--- config.mk ---
export PLATFORM = sky130hd
export DESIGN_NAME = route_compute_arbiter
export DESIGN_NICKNAME = d
export VERILOG_FILES = /design/src/rtl/route_compute_arbiter.sv
export SDC_FILE = /design/constraint.sdc
export NUM_CORES = 1
export LEC_CHECK = 0
export CAP_MARGIN = 10
export CORE_MARGIN = 1
export CORE_UTILIZATION = 35
export CTS_CLUSTER_SIZE = 40
export DETAILED_ROUTE_END_ITERATION = 7
export PLACE_DENSITY = 0.74
export SYNTH_ARGS = -nofsm -noshare
export SYNTH_HDL_FRONTEND = slang
export SYNTH_SLANG_ARGS = --single-unit
--- constraint.sdc ---
create_clock -name clk -period 1.8 [get_ports clk]
set_input_delay 0.18 -clock clk [delete_from_list [all_inputs] [get_ports clk]]
set_output_delay 0.18 -clock clk [all_outputs]
set_load 0.01 [all_outputs]
--- src/rtl/route_compute_arbiter.sv ---
// Shares one route_compute instance among NUM_REQ input ports using an IDLE/COMPUTE/RESULT handshake.
// Define ROUTE_ARB_RR_EN for round-robin arbitration; when it is left undefined, fixed priority is used (lowest index wins).
module route_compute_arbiter #(
    parameter int NUM_REQ      = 4,
    parameter int NUM_OUTPORTS = 4,
    parameter int FLIT_W       = 32,
    localparam int SELECT_SIZE = $clog2(NUM_OUTPORTS) + ((NUM_OUTPORTS == 1) ? 1 : 0),
    localparam int IDX_W       = (NUM_REQ > 1) ? $clog2(NUM_REQ) : 1
) (
    input  logic                              clk,
    input  logic                              n_rst,
    input  logic [NUM_REQ-1:0]                req_valid,
    input  logic [NUM_REQ-1:0][FLIT_W-1:0]    req_flit,
    output logic [NUM_REQ-1:0]                req_done,
    output logic [SELECT_SIZE-1:0]            req_out_sel,
    output logic                              rc_valid,
    output logic [FLIT_W-1:0]                 rc_head_flit,
    input  logic [SELECT_SIZE-1:0]            rc_out_sel,
    output logic                              busy
);

    localparam logic [1:0] S_IDLE    = 2'd0;
    localparam logic [1:0] S_COMPUTE = 2'd1;
    localparam logic [1:0] S_RESULT  = 2'd2;

    logic [1:0]         r_state;
    logic [IDX_W-1:0]   r_grant_idx;
    logic [FLIT_W-1:0]  r_flit_q;

    logic [NUM_REQ-1:0] w_mask;
    logic [IDX_W-1:0]   w_scan_ptr;
    logic [IDX_W-1:0]   w_win_idx;
    logic               w_win_found;

    // Returns {found, index} of the first set mask bit at or after ptr, wrapping modulo NUM_REQ.
    function automatic logic [IDX_W:0] arbitrate(input logic [NUM_REQ-1:0] mask,
                                                 input logic [IDX_W-1:0]   ptr);
        logic             found;
        logic [IDX_W-1:0] idx;
        int               pos;
        found = 1'b0;
        idx   = '0;
        for (int k = 0; k < NUM_REQ; k++) begin
            pos = (int'(ptr) + k) % NUM_REQ;
            if (!found && mask[pos[IDX_W-1:0]]) begin
                found = 1'b1;
                idx   = pos[IDX_W-1:0];
            end
        end
        return {found, idx};
    endfunction

`ifdef ROUTE_ARB_RR_EN
    logic [IDX_W-1:0] r_rr_ptr;
    logic [IDX_W-1:0] w_next_ptr;

    assign w_next_ptr = (r_grant_idx == IDX_W'(NUM_REQ - 1)) ? '0 : r_grant_idx + 1'b1;

    always_ff @(posedge clk or negedge n_rst) begin
        if (!n_rst) begin
            r_rr_ptr <= '0;
        end else if (r_state == S_RESULT) begin
            r_rr_ptr <= w_next_ptr;
        end
    end

    // Back-to-back arbitration in RESULT must already see the advanced pointer.
    assign w_scan_ptr = (r_state == S_RESULT) ? w_next_ptr : r_rr_ptr;
`else
    assign w_scan_ptr = '0;
`endif

    always_comb begin
        w_mask = '0;
        if (r_state == S_IDLE) begin
            w_mask = req_valid;
        end else if (r_state == S_RESULT) begin
            w_mask = req_valid & ~(NUM_REQ'(1) << r_grant_idx);
        end
    end

    assign {w_win_found, w_win_idx} = arbitrate(w_mask, w_scan_ptr);

    always_ff @(posedge clk or negedge n_rst) begin
        if (!n_rst) begin
            r_state     <= S_IDLE;
            r_grant_idx <= '0;
            r_flit_q    <= '0;
        end else begin
            case (r_state)
                S_IDLE, S_RESULT: begin
                    if (w_win_found) begin
                        r_state     <= S_COMPUTE;
                        r_grant_idx <= w_win_idx;
                        r_flit_q    <= req_flit[w_win_idx];
                    end else begin
                        r_state <= S_IDLE;
                    end
                end
                S_COMPUTE: r_state <= S_RESULT;
                default:   r_state <= S_IDLE;
            endcase
        end
    end

    generate
        for (genvar gi = 0; gi < NUM_REQ; gi++) begin : g_done
            assign req_done[gi] = (r_state == S_RESULT) && (r_grant_idx == IDX_W'(gi));
        end
    endgenerate

    assign req_out_sel  = (r_state == S_RESULT) ? rc_out_sel : '0;
    assign rc_valid     = (r_state == S_COMPUTE);
    assign rc_head_flit = r_flit_q;
    assign busy         = (r_state != S_IDLE);

endmodule

Word level (Yosys, flattened, before mapping)
Cells that the tools add are included.
- bits in registers: 36
- input port bits: 136
- output and inout port bits: 40
- word-level logic and storage cells: 41
- order comparisons: 1
- equal/unequal tests: 5
- shifts and indexed selects: 1
- multiplexer cells: 14
- bitwise logic cells: 2
- reduce and logical (&&, ||, !) cells: 15
- operators with widths (kind ; number):
    $bmux W32 S2 ; 1
    $mux W32 ; 1
    $mux W4 ; 2
    $logic_and A1 B1 Y1 ; 7
    $eq A2 B2 Y1 const B ; 3
    $mux W1 ; 6
    $mux W2 ; 3
    $and A4 B4 Y4 ; 1
    $eq A2 B1 Y1 const B ; 2
    $logic_not A2 Y1 ; 2
    $not A4 Y4 ; 1
    $pmux W2 S2 ; 1
    $shl A1 B2 Y4 const A ; 1
    $logic_not A1 Y1 ; 3
    $lt A2 B3 Y1 const B ; 1
    $reduce_and A2 Y1 ; 1
    $reduce_bool A2 Y1 ; 1
    $reduce_or A2 Y1 ; 1

Depth between registers and ports, before layout
- word-level depth: 17
- gate-level depth with buffers: 8
- gate-level depth less buffers: 6

Worst setup path after synthesis
OpenSTA, ideal clock, no wires.
- path kind: register to register
- start: register r_grant_idx[1]
- end: register r_flit_q[30] (netlist: rc_head_flit[30])
- setup time: 126 ps
- data arrival time: 1868 ps
- data required time: 1674 ps
- path slack: -194 ps
- cell stages (with the launch flop): 8
- buffers on the path: 2
- clock period less this slack: 1994 ps
- cell sequence: dfrtp_1 > or3b_1 > clkbuf_1 > and2_1 > buf_6 > nand2b_4 > mux2_1 > a221o_1
- longest elaborated chain between the ends: 17
- elaborated cells on any way between the ends: 21
- those cells by class: 1 x shift; 11 x mux; 2 x bitwise; 7 x reduce/logical
- RTL lines (item ; line ; source):
    start, declared ; 27 ; logic [IDX_W-1:0] r_grant_idx;
    start signal, assigned ; 94 ; r_grant_idx <= w_win_idx;
    $shl A1 B2 Y4 * ; 78 ; w_mask = req_valid & ~(NUM_REQ'(1) << r_grant_idx);
    $not A4 Y4 * ; 78 ;
    $and A4 B4 Y4 * ; 78 ;
    $mux W4 * ; 77 ; end else if (r_state == S_RESULT) begin
    $mux W4 * ; 75 ; if (r_state == S_IDLE) begin
    $mux W1 ; 45 ; if (!found && mask[pos[IDX_W-1:0]]) begin
    $logic_not A1 Y1 ; 45 ;
    $logic_and A1 B1 Y1 ; 45 ;
    $mux W1 ; 45 ;
    $logic_not A1 Y1 ; 45 ;
    $logic_and A1 B1 Y1 ; 45 ;
    $mux W1 ; 45 ;
    $logic_not A1 Y1 ; 45 ;
    $logic_and A1 B1 Y1 ; 45 ;
    $mux W2 ; 45 ;
    $bmux W32 S2 ; 95 ; r_flit_q <= req_flit[w_win_idx];
    $mux W32 (implied by the code) ; 95 ;
    end signal, assigned ; 95 ;
    end, declared ; 28 ; logic [FLIT_W-1:0] r_flit_q;
Every way passes the cells marked *; elsewhere a longest branch is shown, timed or not. The select of a mux whose other input is x is not followed.
A chain may end at the register's enable or synchronous reset.

Worst setup path in the final report
- start: register r_state[1]
- end: register r_flit_q[1] (netlist: rc_head_flit[1])
- longest elaborated chain between the ends: 15
- elaborated cells on any way between the ends: 21
- those cells by class: 1 x eq/ne; 11 x mux; 9 x reduce/logical
- RTL lines (item ; line ; source):
    start, declared ; 26 ; logic [1:0] r_state;
    start signal, assigned ; 86 ; r_state <= S_IDLE;
    start signal, assigned ; 93 ; r_state <= S_COMPUTE;
    start signal, assigned ; 97 ; r_state <= S_IDLE;
    $eq A2 B2 Y1 ; 77, 90 ;
    $mux W4 ; 77 ;
    $mux W4 ; 75 ;
    $mux W1 ; 45 ;
    $logic_not A1 Y1 ; 45 ;
    $logic_and A1 B1 Y1 ; 45 ;
    $mux W1 ; 45 ;
    $logic_not A1 Y1 ; 45 ;
    $logic_and A1 B1 Y1 ; 45 ;
    $mux W1 ; 45 ;
    $logic_not A1 Y1 ; 45 ;
    $logic_and A1 B1 Y1 ; 45 ;
    $mux W2 ; 45 ;
    $bmux W32 S2 ; 95 ;
    $mux W32 (implied by the code) ; 95 ;
Several ways; a longest one is shown, not always the timed one. The select of a mux whose other input is x is not followed.

==> results.json <==
{
  "antenna_found_initial": 0,
  "synth_area_um2": 3010,
  "placedCellCount": 687,
  "finalWorstSetupSlack_ns": -0.232,
  "start_util": 0.365,
  "fin_crit_ns": 2.03,
  "vias": 4278,
  "antennaDiodeCount": 0,
  "drv_cap": 0,
  "p_clk_frac": 0.070,
  "syn_inst": 404,
  "placement_rows": 33,
  "dieWidth_um": 94.8,
  "combinationalPowerShare": 0.765,
  "drt_iter0_markers": 275,
  "power_switching_uw": 3990,
  "grt_use_met1": 0.382,
  "violations": "negative setup slack",
  "crit_top_cell": "buf_6",
  "drive_gt1_frac": 0.245,
  "final_common_cell": "clkdlybuf4s50_1",
  "viasPerCell": 6.03,
  "fin_crit_sh": 1.13,
  "power_density_nw_per_um2": 1500,
  "syn_avg_cell_area_um2": 7.45,
  "irDropWorstVdd_mv": 0.769,
  "cp-startpoint": "r_state[1]$_DFF_PN0_",
  "grt-ovfl-total": 0,
  "cpPeakStageDelay_ns": 0.47,
  "cp.required_ns": 1.95,
  "r2r-end": "rc_head_flit[1]$_DFFE_PN0P_",
  "worst_slew_margin_rel": 0.754,
  "yosysUniqueCellTypes": 36,
  "p_seq_frac": 0.165,
  "clk_latency_ns": 0.29,
  "ys_warn_count": 0,
  "multi_input_area_um2": 2360,
  "p_int_uw": 5110,
  "io_pins": 176,
  "cts_made_buffers": 5,
  "dr.pass1.iters": 5,
  "worst_pin_slew_ns": 0.369,
  "grt_start_max_net_pins": 37,
  "use_met3": 0.0548,
  "critical_path_class": "reg -> reg",
  "die_y_um": 94.8,
  "fillers": 624,
  "cp_slowest_cell": "dfrtp_2",
  "drt-total-wl_um": 14100,
  "grt_setup_unrepaired": "true",
  "drc": 0,
  "status": "finished with violations",
  "wl_per_cell_um": 19.9,
  "min_path_type": "in -> async",
  "clkTransAtPathRegs_ns": 0.08,
  "cts_root_buf": "clkbuf_8",
  "grt_pass1_vias": 4326,
  "end_kind": "flop",
  "num-nets-final": 740,
  "crit_arrival_ns": 2.18,
  "grtUsageTotal": 0.308,
  "regArea_um2": 903,
  "synth_seq_cells": 36,
  "tns_ns": -5.20,
  "syn_to_final_growth_pct": 101,
  "gp_congestion": 0.844,
  "mostFrequentLayoutCells": "165 x clkdlybuf4s50_1, 58 x a21oi_1, 36 x nor2_1",
  "numPortBuffers": 175,
  "worstReg2RegStart": "r_state[1]$_DFF_PN0_",
  "htree_levels": 2,
  "path_cells": "and3_4 -> buf_6 -> o32ai_4 -> buf_6 -> buf_16 -> a221oi_2 -> a21oi_1 -> a41oi_2",
  "setup_viol": 32,
  "syn_nets": 540,
  "top_usage_layer": "met2",
  "post-place-ws_ns": -0.386,
  "cts.path.max_buffers": 2,
  "rrSetupSlack_ns": -0.23,
  "cts_tree": "built",
  "hpwl_um": 9200,
  "fp.coreArea_um2": 8260,
  "grt_pass1_wl_um": 21500,
  "finalHoldViolations": 0,
  "r2r_cells": 8,
  "finalClockSkew_ns": 0.00823,
  "antenna_left": 0,
  "fmax_mhz": 492,
  "cp-start-kind": "flop",
  "met2_usage": 0.526,
  "yosysSeqAreaShare": 0.299,
  "final_cells": 710,
  "p_leak_uw": 0.00222,
  "p_sw_frac": 0.438,
  "drv_slew": 0,
  "die_area_um2": 8980,
  "crit_fanout": 7,
  "cts_sinks": 36
}
[synthesized netlist by cell type (all sizes together)]
library cell | n | area, um2
and3 | 3 | 18.8
mux2i | 2 | 20.0
nand3 | 31 | 155
a21oi | 62 | 310
a41oi | 31 | 272
nor3b | 1 | 7.51
or3b | 1 | 8.76
clkbuf | 27 | 101
and2 | 3 | 18.8
nand2 | 34 | 128
nor2b | 36 | 225
nor3 | 1 | 16.3
buf | 19 | 104
a22o | 1 | 8.76
a311oi | 2 | 30.0
nor2 | 37 | 139
a221oi | 31 | 272
and3b | 1 | 8.76
o21ai | 31 | 155
dfrtp | 36 | 901
mux2 | 1 | 11.3
inv | 2 | 7.50
o32ai | 1 | 16.3
or2 | 1 | 6.26
a21boi | 1 | 7.51
or3 | 1 | 6.26
a221o | 1 | 10.0
a31oi | 1 | 6.26
o21bai | 1 | 7.51
nand2b | 3 | 26.3
nand3b | 1 | 7.51
[cells by family (layout without fill, tap and decap cells)]
kind of cell / after synthesis / count (layout) / synth area share
muxes: 3 / 3 / 0.0104
DFF: 36 / 36 / 0.299
AOI/OAI and AO/OA: 163 / 163 / 0.364
buffers and inverters: 48 / 249 / 0.0706
and+or+nand+nor: 154 / 154 / 0.256
[repair_timing]
| action | CTS | global route |
|---|---|---|
| gates cloned | 6 | 1 |
| resized for setup | 48 | 32 |
| hold buffers | 1 | 0 |
| buffers inserted | 7 | 0 |
| endpoints found under the hold margin | 36 | 0 |
| pin swaps | 15 | 11 |
| endpoints found under the setup margin | 40 | 33 |
[layer usage]
layer  part of all wire  wire [um]  vias up
met5                  0          0        -
met4              0.027        383        0
met3              0.074       1050       35
met2               0.51       7140      258
met1               0.39       5550     2060
li1                   -          -     1925
[final cells by class]
type	count	area share
timing repair buffer	239	0.424
inverter	2	0.00124
multi-input combinational	320	0.390
tap	105	0.0217
clock buffer	8	0.0149
sequential	36	0.149
[power groups by stage]
stage               Sequential [uW]  Combinational, uW  Clock [uW]
global placement               1500               5590           0
CTS                            1500               6530         643
floorplan                      1600               3030           0
detailed placement             1490               5730           0
global route                   1550               7400         671
finish                         1500               6960         634
[state kept, by name (all words and copies together) (netlist names)]
signal,flops
rc_head_flit,32
r_grant_idx,2
r_state,2
[worst max-delay path: cells and delay by family (launching register included)]
family,cells,cell delay (ns)
buffers and inverters,3,0.45
AOI/OAI and AO/OA,4,0.80
DFF,1,0.47
and+or+nand+nor,1,0.18
[worst max-delay path by stage]
stage | endpoint | slack [ns] | depth (start not counted)
after floorplan | rc_head_flit[30]$_DFFE_PN0P_ | -0.14 | 7
after global placement | rc_head_flit[0]$_DFFE_PN0P_ | -0.33 | 7
after detailed placement | rc_head_flit[10]$_DFFE_PN0P_ | -0.39 | 9
after CTS | rc_head_flit[5]$_DFFE_PN0P_ | -0.15 | 8
after global routing | rc_head_flit[1]$_DFFE_PN0P_ | -0.32 | 8
final | rc_head_flit[1]$_DFFE_PN0P_ | -0.23 | 8
[through the flow]
stage	hold slack (ns)	power, uW	area, um2	utilization
global route	0.398	9620	6060	0.734
CTS	0.387	8680	5880	0.712
finish	0.362	9100	6060	0.734
detailed placement	0.167	7220	5430	0.657
global placement	0.170	7080	5430	0.657
floorplan	-0.116	4630	3280	-
No activity file was read; power rests on OpenSTA's default activity.
==> RTL change, RTL diff (config.mk and constraints unchanged) <==
Set the parameter `FLIT_W` to 16 (it was 32).
--- a/src/rtl/route_compute_arbiter.sv
+++ b/src/rtl/route_compute_arbiter.sv
@@ -5,3 +5,3 @@
     parameter int NUM_OUTPORTS = 4,
-    parameter int FLIT_W       = 32,
+    parameter int FLIT_W       = 16,
     localparam int SELECT_SIZE = $clog2(NUM_OUTPORTS) + ((NUM_OUTPORTS == 1) ? 1 : 0),
Ports: changed (resized rc_head_flit and req_flit); port bits go from 176 to 96. The function was not compared with the original's and may differ.
==> RTL change against the unedited design <==
The run still ends with setup timing left; critical path depth decreased by 2; worst setup slack improved by 0.040 ns; total power shrank 43%; sequential power down 43%; via count decreased by 46%; routed wire length shrank 47%; count of clock-buffer cells in the layout decreased by 4; area after synthesis down 40%; cell area fell by 41%; sequential cell count down 16; first-iteration DRC count shrank 40%; non-clock buffer count is 91 lower; core utilization up 0.24 points; critical path type unchanged; critical endpoint is now rc_head_flit[6]; highest routed layer unchanged.
==> RTL change: results (changes against the unedited design) <==
[setup_path]
max_stage_delay_ns = 0.43  ; -0.04 ns
crit_slowest_cell = dfrtp_1
cp_max_fo = 15  ; +8
arrival_ns = 2.16  ; -0.02 ns

[timing]
worst_slack_ns = -0.192  ; +0.0398 ns
setup_viol = 16  ; -50%
slew_headroom_pct = 76.0  ; +0.64 points
tns_ns = -1.53  ; +3.67 ns
skew_ns = 0.00673  ; -0.00150 ns

[placement]
place_congestion = 0.888  ; +5.3%
placed_cell_area_sq_um = 3020  ; -44%
placedCellCount = 398  ; -42%
place.detailed.hpwl_microns = 4900  ; -47%
io_buffers = 95  ; -46%
pre_cts_ws_ns = -0.385  ; +0.000548 ns

[clock_tree]
cts_setup_buffers = 5  ; -2
clk_latency_ns = 0.26  ; -0.03 ns
cts_resized = 35  ; -27%
htreeDepth = 1  ; -1
numCtsBuffers = 3  ; -2

[global_routing]
grt_pass1_vias = 2225  ; -49%
grtUsageTotal_pct = 25.8  ; -5.0 points
grt_start_max_net_pins = 34  ; -8.1%
grt_pass1_wl_microns = 10700  ; -50%

[final_layout]
drive_gt1_share_pct = 35.3  ; +11 points
fill_cells = 339  ; -46%
nets = 424  ; -43%
largest_reg_flops = 16  ; -50%

[run_status]
outcome = finished with violations
violations = setup timing

[drt]
routedWlPerCell_microns = 17.9  ; -10%
dr.pass1.iters = 4  ; -1
vias = 2305  ; -46%
wl_microns = 7480  ; -47%
drt_iter0_markers = 166  ; -40%

[logic_synthesis]
seq_area_frac_synth_pct = 27.9  ; -2.1 points
syn_nets = 293  ; -46%
synth.area.top_cells = dfrtp_1, a21oi_1, a41oi_2
synth_common_cells = a21oi_1, nor2_1, nor2b_1
syn_inst = 221  ; -45%

[pwr]
ir_worst_vdd_mv = 0.797  ; +3.8%
leakagePower_uw = 0.00133  ; -40%
pwr_density_cell_nw_per_um2 = 1470  ; -2.1%

RTL change: cell types whose count changed in the layout (fill, tap and decap cells not counted), sizes merged, moves of 8 or more:
cell,change
a21oi,-31
nand2,-17
nor2,-15
o21ai,-16
nand3,-16
a41oi,-16
a221oi,-16
buf,-8
nor2b,-15
clkdlybuf4s50,-77
dfrtp,-16
RTL change: cell families after synthesis:
logic type	after synthesis	share of synthesized area [%]
buffers and inverters	24	6.82
multiplexers	3	1.67
flip-flops	20	27.9
AND/OR/NAND/NOR	89	25.7
AO/OA/AOI/OAI	85	38.0
RTL change: path summary, 6_finish.rpt:
path / endpoint / cells after the start / startpoint / slack [ns]
setup / recovery: rc_head_flit[6] / 6 / r_grant_idx[1] / -0.19
hold / removal: r_state[0] / 2 / n_rst / 0.25
setup reg to reg: rc_head_flit[6] / 6 / r_grant_idx[1] / -0.19
hold reg to reg: rc_head_flit[1] / 2 / rc_head_flit[1] / 0.57
max in group asynchronous: rc_head_flit[13] / 2 / n_rst / 1.32
min in group clk: rc_head_flit[2] / 3 / req_flit[18] / 0.51
RTL change: per-layer routing:
metal	global-route usage, %	vias up	share of wire (%)
met2	42.2	112	49
met1	35.7	1092	42
met3	1.92	16	6.9
li1	-	1085	-
met5	0	-	0
met4	8.97	0	1.8
RTL change: layout make-up:
cell class / count / area share, %
clock buffers: 4 / 1.55
repair buffers: 148 / 39.5
well taps: 67 / 2.36
inverters: 2 / 0.212
flip-flops and latches: 20 / 14.1
multi-input cells: 177 / 42.3
RTL change: power breakdown:
group | switching (uW) | leakage (uW) | internal [uW] | total, uW
clock network | 166 | 0.0000288 | 195 | 361
logic | 1980 | 0.00108 | 2020 | 4000
registers | 168 | 0.000225 | 681 | 849
total | 2310 | 0.00133 | 2900 | 5210
